## config.mk

```make
export PLATFORM = sky130hd
export DESIGN_NAME = alu_issue_stage_flat
export DESIGN_NICKNAME = d
export VERILOG_FILES = /design/src/rtl/alu_issue_stage_if.sv /design/src/rtl/alu_issue_stage.sv /design/src/flat_wrapper.sv
export SDC_FILE = /design/constraint.sdc
export NUM_CORES = 1
export LEC_CHECK = 0
export ABC_AREA = 1
export CAP_MARGIN = 20
export CORE_MARGIN = 2
export CORE_UTILIZATION = 50
export CTS_BUF_LIST = sky130_fd_sc_hd__clkbuf_2
export DETAILED_ROUTE_END_ITERATION = 7
export DONT_BUFFER_PORTS = 1
export GPL_TIMING_DRIVEN = 0
export PLACE_DENSITY = 0.67
export SLEW_MARGIN = 20
export SYNTH_ARGS = -nofsm -noshare
export SYNTH_HDL_FRONTEND = slang
export SYNTH_SLANG_ARGS = --single-unit
export TNS_END_PERCENT = 20
```

## constraint.sdc

```tcl
create_clock -name clk -period 6.6 [get_ports clk]
set_input_delay 1.65 -clock clk [delete_from_list [all_inputs] [get_ports clk]]
set_output_delay 1.65 -clock clk [all_outputs]
set_load 0.01 [all_outputs]
```

## src/rtl/alu_issue_stage_if.sv

```systemverilog
// Handshake and data bundle between decode, the ALU issue stage and the ALU.
// The master side drives instructions in and consumes decoded entries;
// the slave side is the issue stage itself.
interface alu_issue_stage_if;
    logic        flush;
    logic        in_valid;
    logic        in_ready;
    logic [31:0] instr;
    logic [31:0] rs_val;
    logic [31:0] rt_val;
    logic        out_valid;
    logic        out_ready;
    logic [31:0] SrcA;
    logic [31:0] SrcB;
    logic [4:0]  Sa;
    logic [3:0]  AluControl;
    logic [4:0]  dest;
    logic        ill;

    modport master (
        output flush, in_valid, instr, rs_val, rt_val, out_ready,
        input  in_ready, out_valid, SrcA, SrcB, Sa, AluControl, dest, ill
    );

    modport slave (
        input  flush, in_valid, instr, rs_val, rt_val, out_ready,
        output in_ready, out_valid, SrcA, SrcB, Sa, AluControl, dest, ill
    );
endinterface

```

## src/rtl/alu_issue_stage.sv

```systemverilog
// ALU issue stage: decodes a MIPS instruction into ALU control, shift amount,
// destination and operands, then buffers the result in a 2-entry skid queue.
// in_ready depends only on the registered occupancy (and reset), so the ALU
// side can stall without a combinational path back into decode.
module alu_issue_stage #(
    parameter int DEPTH = 2
) (
    input  logic              clk,
    input  logic              resetn,
    alu_issue_stage_if.slave  bus
);

    localparam logic [1:0] FULL = 2'(DEPTH);

    localparam logic [3:0] CTL_ILL = 4'b1111;

    typedef struct packed {
        logic [31:0] src_a;
        logic [31:0] src_b;
        logic [4:0]  sa;
        logic [3:0]  alu_control;
        logic [4:0]  dest;
        logic        ill;
    } entry_t;

    logic [5:0]  opcode;
    logic [5:0]  funct;
    logic [15:0] imm;
    logic [3:0]  ctl;
    logic        is_rtype;
    entry_t      dec;
    entry_t      head;
    entry_t      tail;
    logic [1:0]  count;
    logic        in_ready;
    logic        out_valid;
    logic        accept;
    logic        pop;
    logic        unused_rs_field;

    assign opcode   = bus.instr[31:26];
    assign funct    = bus.instr[5:0];
    assign imm      = bus.instr[15:0];
    assign is_rtype = (opcode == 6'b000000);

    // The rs register number is resolved upstream; only its value arrives here.
    assign unused_rs_field = ^bus.instr[25:21];

    // Decode the instruction word into an entry; anything the ALU cannot run
    // gets code 1111 with dest forced to 0 so it never writes back.
    always_comb begin
        ctl       = CTL_ILL;
        dec.src_a = bus.rs_val;
        dec.src_b = bus.rt_val;
        dec.sa    = 5'd0;
        if (is_rtype) begin
            dec.sa = bus.instr[10:6];
            case (funct)
                6'b100000, 6'b100001: ctl = 4'b0010;
                6'b100010, 6'b100011: ctl = 4'b0110;
                6'b100100:            ctl = 4'b0000;
                6'b100101:            ctl = 4'b0001;
                6'b100110:            ctl = 4'b0011;
                6'b101011:            ctl = 4'b0111;
                6'b000000:            ctl = 4'b0100;
                6'b000100:            ctl = 4'b0101;
                6'b000010:            ctl = 4'b1000;
                6'b000110:            ctl = 4'b1001;
                6'b000011:            ctl = 4'b1010;
                6'b000111:            ctl = 4'b1011;
                default:              ctl = CTL_ILL;
            endcase
        end else begin
            case (opcode)
                6'b001000, 6'b001001: begin
                    ctl       = 4'b0010;
                    dec.src_b = {{16{imm[15]}}, imm};
                end
                6'b001100: begin
                    ctl       = 4'b0000;
                    dec.src_b = {16'h0000, imm};
                end
                6'b001101: begin
                    ctl       = 4'b0001;
                    dec.src_b = {16'h0000, imm};
                end
                6'b001110: begin
                    ctl       = 4'b0011;
                    dec.src_b = {16'h0000, imm};
                end
                6'b001011: begin
                    ctl       = 4'b0111;
                    dec.src_b = {{16{imm[15]}}, imm};
                end
                6'b001111: begin
                    ctl       = 4'b1100;
                    dec.src_b = {imm, 16'h0000};
                end
                default: ctl = CTL_ILL;
            endcase
        end
        dec.alu_control = ctl;
        dec.ill         = (ctl == CTL_ILL);
        if (ctl == CTL_ILL) begin
            dec.dest = 5'd0;
        end else if (is_rtype) begin
            dec.dest = bus.instr[15:11];
        end else begin
            dec.dest = bus.instr[20:16];
        end
    end

    assign in_ready  = resetn && (count != FULL);
    assign out_valid = (count != 2'd0);
    assign accept    = bus.in_valid && in_ready;
    assign pop       = out_valid && bus.out_ready;

    // Queue update: head always feeds the outputs, tail holds the second entry.
    // The head is only overwritten when a new entry becomes the head, so an
    // empty queue keeps presenting the last head it held.
    always_ff @(posedge clk) begin
        if (!resetn) begin
            count <= 2'd0;
            head  <= '0;
            tail  <= '0;
        end else if (bus.flush) begin
            count <= 2'd0;
        end else begin
            case ({accept, pop})
                2'b10: begin
                    if (count == 2'd0) begin
                        head <= dec;
                    end else begin
                        tail <= dec;
                    end
                    count <= count + 2'd1;
                end
                2'b01: begin
                    if (count == 2'd2) begin
                        head <= tail;
                    end
                    count <= count - 2'd1;
                end
                2'b11: begin
                    // Only reachable with one entry: the new one replaces the head.
                    head <= dec;
                end
                default: begin
                end
            endcase
        end
    end

    assign bus.in_ready   = in_ready;
    assign bus.out_valid  = out_valid;
    assign bus.SrcA       = head.src_a;
    assign bus.SrcB       = head.src_b;
    assign bus.Sa         = head.sa;
    assign bus.AluControl = head.alu_control;
    assign bus.dest       = head.dest;
    assign bus.ill        = head.ill;

endmodule

```

## src/flat_wrapper.sv

```systemverilog
// flat-port wrapper written by rule: the top's interface ports become plain ports
module alu_issue_stage_flat 
#(
    parameter int DEPTH = 2
)
  (clk, resetn, bus_flush, bus_in_valid, bus_instr, bus_rs_val, bus_rt_val, bus_out_ready, bus_in_ready, bus_out_valid, bus_SrcA, bus_SrcB, bus_Sa, bus_AluControl, bus_dest, bus_ill);
  alu_issue_stage_if bus_i ();
  input  logic clk;
  input  logic resetn;
  input wire logic [$bits(bus_i.flush)-1:0] bus_flush;
  input wire logic [$bits(bus_i.in_valid)-1:0] bus_in_valid;
  input wire logic [$bits(bus_i.instr)-1:0] bus_instr;
  input wire logic [$bits(bus_i.rs_val)-1:0] bus_rs_val;
  input wire logic [$bits(bus_i.rt_val)-1:0] bus_rt_val;
  input wire logic [$bits(bus_i.out_ready)-1:0] bus_out_ready;
  output wire logic [$bits(bus_i.in_ready)-1:0] bus_in_ready;
  output wire logic [$bits(bus_i.out_valid)-1:0] bus_out_valid;
  output wire logic [$bits(bus_i.SrcA)-1:0] bus_SrcA;
  output wire logic [$bits(bus_i.SrcB)-1:0] bus_SrcB;
  output wire logic [$bits(bus_i.Sa)-1:0] bus_Sa;
  output wire logic [$bits(bus_i.AluControl)-1:0] bus_AluControl;
  output wire logic [$bits(bus_i.dest)-1:0] bus_dest;
  output wire logic [$bits(bus_i.ill)-1:0] bus_ill;
  assign bus_i.flush = bus_flush;
  assign bus_i.in_valid = bus_in_valid;
  assign bus_i.instr = bus_instr;
  assign bus_i.rs_val = bus_rs_val;
  assign bus_i.rt_val = bus_rt_val;
  assign bus_i.out_ready = bus_out_ready;
  assign bus_in_ready = bus_i.in_ready;
  assign bus_out_valid = bus_i.out_valid;
  assign bus_SrcA = bus_i.SrcA;
  assign bus_SrcB = bus_i.SrcB;
  assign bus_Sa = bus_i.Sa;
  assign bus_AluControl = bus_i.AluControl;
  assign bus_dest = bus_i.dest;
  assign bus_ill = bus_i.ill;
  alu_issue_stage #(.DEPTH(DEPTH)) u_core (.clk(clk), .resetn(resetn), .bus(bus_i));
endmodule
```

### Yosys cells after proc, flatten, opt, wreduce, memory -nomap -nowiden

Memory sizes are Yosys's and may differ from the RTL's.
Cells that the tools add are included.

| storage, ports and cells | value |
|---|---|
| register bits | 160 |
| ROM bits | 256 |
| input bits | 101 |
| output and inout port bits | 81 |
| word-level logic and storage cells | 59 |
| memories kept | 1 |

| cells by class | value |
|---|---|
| $add $sub $neg | 2 |
| equality and inequality tests | 15 |
| mux-type cells | 11 |
| bitwise logic cells | 3 |
| reductions and logical operators | 14 |

Memory list:

| memory | words | width | rd ports | clocked after memory_dff | write ports | line | RTL |
|---|---|---|---|---|---|---|---|
| (no name shown) | 64 | 4 | 1 | 0 | 0 | alu_issue_stage.sv:58 | `case (funct)` |

Operators with widths:

| kind | number |
|---|---|
| case mux 79 bit (3 select lines) | 1 |
| two-way mux 79 bit | 2 |
| case mux 32 bit (3 select lines) | 1 |
| equality test 6 x 4 -> 1 bit, second input constant | 7 |
| two-way mux 32 bit | 1 |
| case mux 4 bit (6 select lines) | 1 |
| two-way mux 5 bit | 3 |
| equality test 2 bit, second input constant | 3 |
| zero test 6 bit | 1 |
| OR reduction 3 bit | 2 |
| equality test 4 bit, second input constant | 1 |
| two-way mux 4 bit | 1 |
| != test 2 x 1 -> 1 bit, second input constant | 2 |
| case mux 2 bit (2 select lines) | 1 |
| AND reduction 4 bit | 1 |
| nonzero test 2 bit | 2 |
| OR reduction 2 bit | 2 |
| logical AND 1 bit | 3 |
| inverter 1 bit | 3 |
| AND reduction 3 bit | 1 |
| nonzero test 3 bit | 1 |
| adder 2 x 1 -> 2 bit, second input constant | 1 |
| equality test 2 x 1 -> 1 bit, second input constant | 1 |
| zero test 2 bit | 1 |
| 2 further kinds | 2 |

### Depth between registers and ports, before layout

| depth | value |
|---|---|
| depth in word-level cells | 8 |
| depth in mapped cells | 13 |
| mapped depth without buffers | 11 |

### Worst setup path after synthesis

Ideal clock, no wire load.

| timing | value |
|---|---|
| kind | input to output |
| start point | input resetn |
| end point | output bus_in_ready |
| data arrival time | 2.129 ns |
| data required time | 4.950 ns |
| slack | 2.821 ns |
| stages on the path | 3 |
| path buffers | 1 |
| path through | buf_2 inv_2 a21oi_1 |

| between the ends | value |
|---|---|
| word-level cells in the longest chain between the ends | 1 |

RTL lines:

| what | line | RTL |
|---|---|---|
| start: declaration | flat_wrapper.sv:9 | `input logic resetn;` |
| logical AND 1 bit | alu_issue_stage.sv:113 | `assign in_ready = resetn && (count != FULL);` |
| end: declaration | flat_wrapper.sv:16 | `output wire logic [$bits(bus_i.in_ready)-1:0] bus_in_ready;` |

Every way passes these cells.

### Worst setup path in the final report

Ends and elaborated chain as after synthesis.

==> results.sh <==
export IMPL_synthMostInstantiatedCell="nand2_1"
export IMPL_yosys_top_cells_area="dfxtp_1 (44%), o21ai_0 (10%), nand2_1 (9.8%)"
export IMPL_clock_tree_buffer_depth=2
export IMPL_async_flop_share_pct=0
export IMPL_ys_ff_latch=160
export IMPL_synth_net_count=1127
export IMPL_irDropWorstVdd_uv=162.7
export IMPL_syn_area_per_cell_sq_um=7.083
export IMPL_final_hold_violation_count=0
export IMPL_cts_tree="done"
export IMPL_grt_pass1_vias=6205
export IMPL_crit_cells=3
export IMPL_antenna_found_initial=1
export IMPL_critPathCaptureType="output pin"
export IMPL_start_kind="input pin"
export IMPL_grt_use_total_pct=27.99
export IMPL_critPathArrivalTime_ps=2440
export IMPL_clk_latency_ps=760
export IMPL_core_sq_um=14370
export IMPL_slew_headroom_pct=57.61
export IMPL_synth_edff_count=0
export IMPL_synth_top_area_cell="dfxtp_1"
export IMPL_power_density_nw_per_um2=231.3
export IMPL_rr_worst_depth=10
export IMPL_drive_gt1_share_pct=9.564
export IMPL_drc_errors=0
export IMPL_period_minus_slack_ps=4093
export IMPL_grt_pass1_wl_microns=34620
export IMPL_critical_path_buf_inv_count=2
export IMPL_drv_slew=0
export IMPL_grt_max_degree=17
export IMPL_cp_required_ps=4950
export IMPL_cts_root_buf="clkbuf_2"
export IMPL_syn_area_sq_um=7253
export IMPL_utilization_pct=53.72
export IMPL_cp_cell_sequence="buf_2 -> inv_2 -> a21oi_1"
export IMPL_ctsHoldBuffers=0
export IMPL_rows=44
export IMPL_combPwrFrac_pct=10.9
export IMPL_outcome="completed"
export IMPL_drt_iter0_drc=643
export IMPL_dpl_hpwl_microns=16010
export IMPL_rsz0062_at_grt="no"
export IMPL_hold_class="reg -> reg"
export IMPL_synth_cells=1024
export IMPL_start_util_pct=50.48
export IMPL_synth_ff_type="dfxtp_1"
export IMPL_drt_pass1_iter_count=5
export IMPL_ys_warn_count=0
export IMPL_fmax_mhz=244.3
export IMPL_final_area_sq_um=7719
export IMPL_postCtsResizedCells=0
export IMPL_internal_power_uw=1248
export IMPL_crit_type="in -> out"
export IMPL_postRouteAntennaNets=0
export IMPL_cts_sinks=160
export IMPL_switchingPower_uw=537.6
export IMPL_critPathMaxFanout=10
export IMPL_postCtsSetupRepairBufs=0
export IMPL_area_delta_synth_final_pct=6.417
export IMPL_clkPwrFrac_pct=30.0
export IMPL_seqPwrFrac_pct=59.0
export IMPL_leakage_uw=0.003620
export IMPL_dieArea_sq_um=15490
export IMPL_clk_pin_slew_ps=260
export IMPL_routed_via_density=5.617
export IMPL_synth_distinct_cells=32
export IMPL_ioPinCount=182
export IMPL_wire_per_inst_microns=17.79
export IMPL_stdcell_count=1242
export IMPL_finalSetupViolCount=0
export IMPL_fin_setup_tns_ps=0
export IMPL_whs_ps=445.2
export IMPL_cts_inserted_buffers=17
export IMPL_p_sw_share_pct=30.11
export IMPL_fin_skew_ps=35.54
export IMPL_netlist_area_leader_share_pct=44.16
export IMPL_nFillCells=1483
export IMPL_routed_wirelength_microns=22100
export IMPL_htreeDepth=4
export IMPL_die_w_microns=124.4
export IMPL_fin_nets=1146
export IMPL_num_vias=6976
export IMPL_tightestPinTransition_ps=635.8
export IMPL_dp_cells=1208
export IMPL_die_h_microns=124.4
export IMPL_period_share_pct=62.02
export IMPL_cp_top_family="buffers and inverters"
export IMPL_numPortBuffers=0
export IMPL_place_congestion=0.9364
export IMPL_cpMaxStageDelayCell="a21oi_1"
export IMPL_dpl_cell_area_sq_um=7483
export IMPL_cpPeakStageDelay_ps=340
export IMPL_globalRouteOverflowTotal=0
export IMPL_drv_cap=0
export IMPL_seq_area_frac_synth_pct=44.16
export IMPL_ff2ff_setup_slack_ps=3830
export IMPL_holdPathStages=2
export IMPL_synth_commonest_cells="nand2_1 (190), dfxtp_1 (160), nor2_1 (146), o21ai_0 (146), a21oi_1 (97)"
routing by layer:
metal  wire, microns  global-route usage [%]  vias to the layer above
met5               0                       0                        -
met4             671                   10.58                        0
met3            2368                   8.849                       50
met2            9532                   41.08                      322
met1            9528                   38.54                     3158
li1                -                       -                     3446
worst min-delay path: stages (launching register included):
cell     delay (ps)
dfxtp_1         350
nand2_1          50
a31oi_1          70
power by group through the flow:
stage               Sequential, uW  Clock, uW  Combinational (uW)
floorplan                     1060          0                 145
global placement              1070          0                 192
detailed placement            1070          0                 192
CTS                           1050        542                 194
global route                  1060        583                 221
finish                        1050        536                 195
final timing paths:
check,from,endpoint
hold / removal,u_core.tail[47],u_core.bus.SrcA[0]
hold reg to reg,u_core.tail[47],u_core.bus.SrcA[0]
setup / recovery,resetn,bus_in_ready
setup reg to reg,u_core.count[0],u_core.bus.SrcB[21]
sequential cells by signal, summed over array words and instances (netlist names):
register               flops
u_core.bus.SrcA           32
u_core.tail               79
u_core.bus.ill             1
u_core.bus.AluControl      4
u_core.bus.SrcB           32
u_core.bus.dest            5
u_core.count               2
u_core.bus.Sa              5
metrics by stage:
stage,worst slack [ps],power (uW)
finish,2507,1785
global route,2446,1863
CTS,2506,1790
detailed placement,2256,1265
global placement,2251,1264
floorplan,2821,1207
cell families (layout without fill, tap and decap cells):
family                   after synthesis  in the layout  synth area share (%)
AND/OR/NAND/NOR                      406            406                 23.84
AO/OA/AOI/OAI                        313            313                 22.84
other                                  0              2                     0
XOR/XNOR                               1              1                0.1208
flip-flops                           160            160                 44.16
adder cells (fa/ha/maj)                2              2                0.3450
buffers and inverters                142            174                 8.694
placed cells by master, fill, tap and decap left out, types with 14 or more instances in the layout:
cell and count:
nand3_1 35, a31oi_1 37, nand2_1 190, clkbuf_2 18, dfxtp_1 160, clkbuf_1 35
nor2_1 146, a21oi_1 97, buf_2 31, inv_1 53, nand4_1 14, o21ai_0 146
o21ai_1 18
cell type report:
class | count | area, sq um | area share [%]
clock inverter | 14 | 140.1 | 1.816
sequential | 160 | 3203 | 41.50
buffer | 80 | 395.4 | 5.122
clock buffer | 18 | 90.09 | 1.167
multi-input combinational | 722 | 3420 | 44.30
inverter | 62 | 235.2 | 3.048
antenna | 2 | 5.005 | 0.06484
tap | 184 | 230.2 | 2.983
Note: power is estimated with default switching activity, not from simulation.
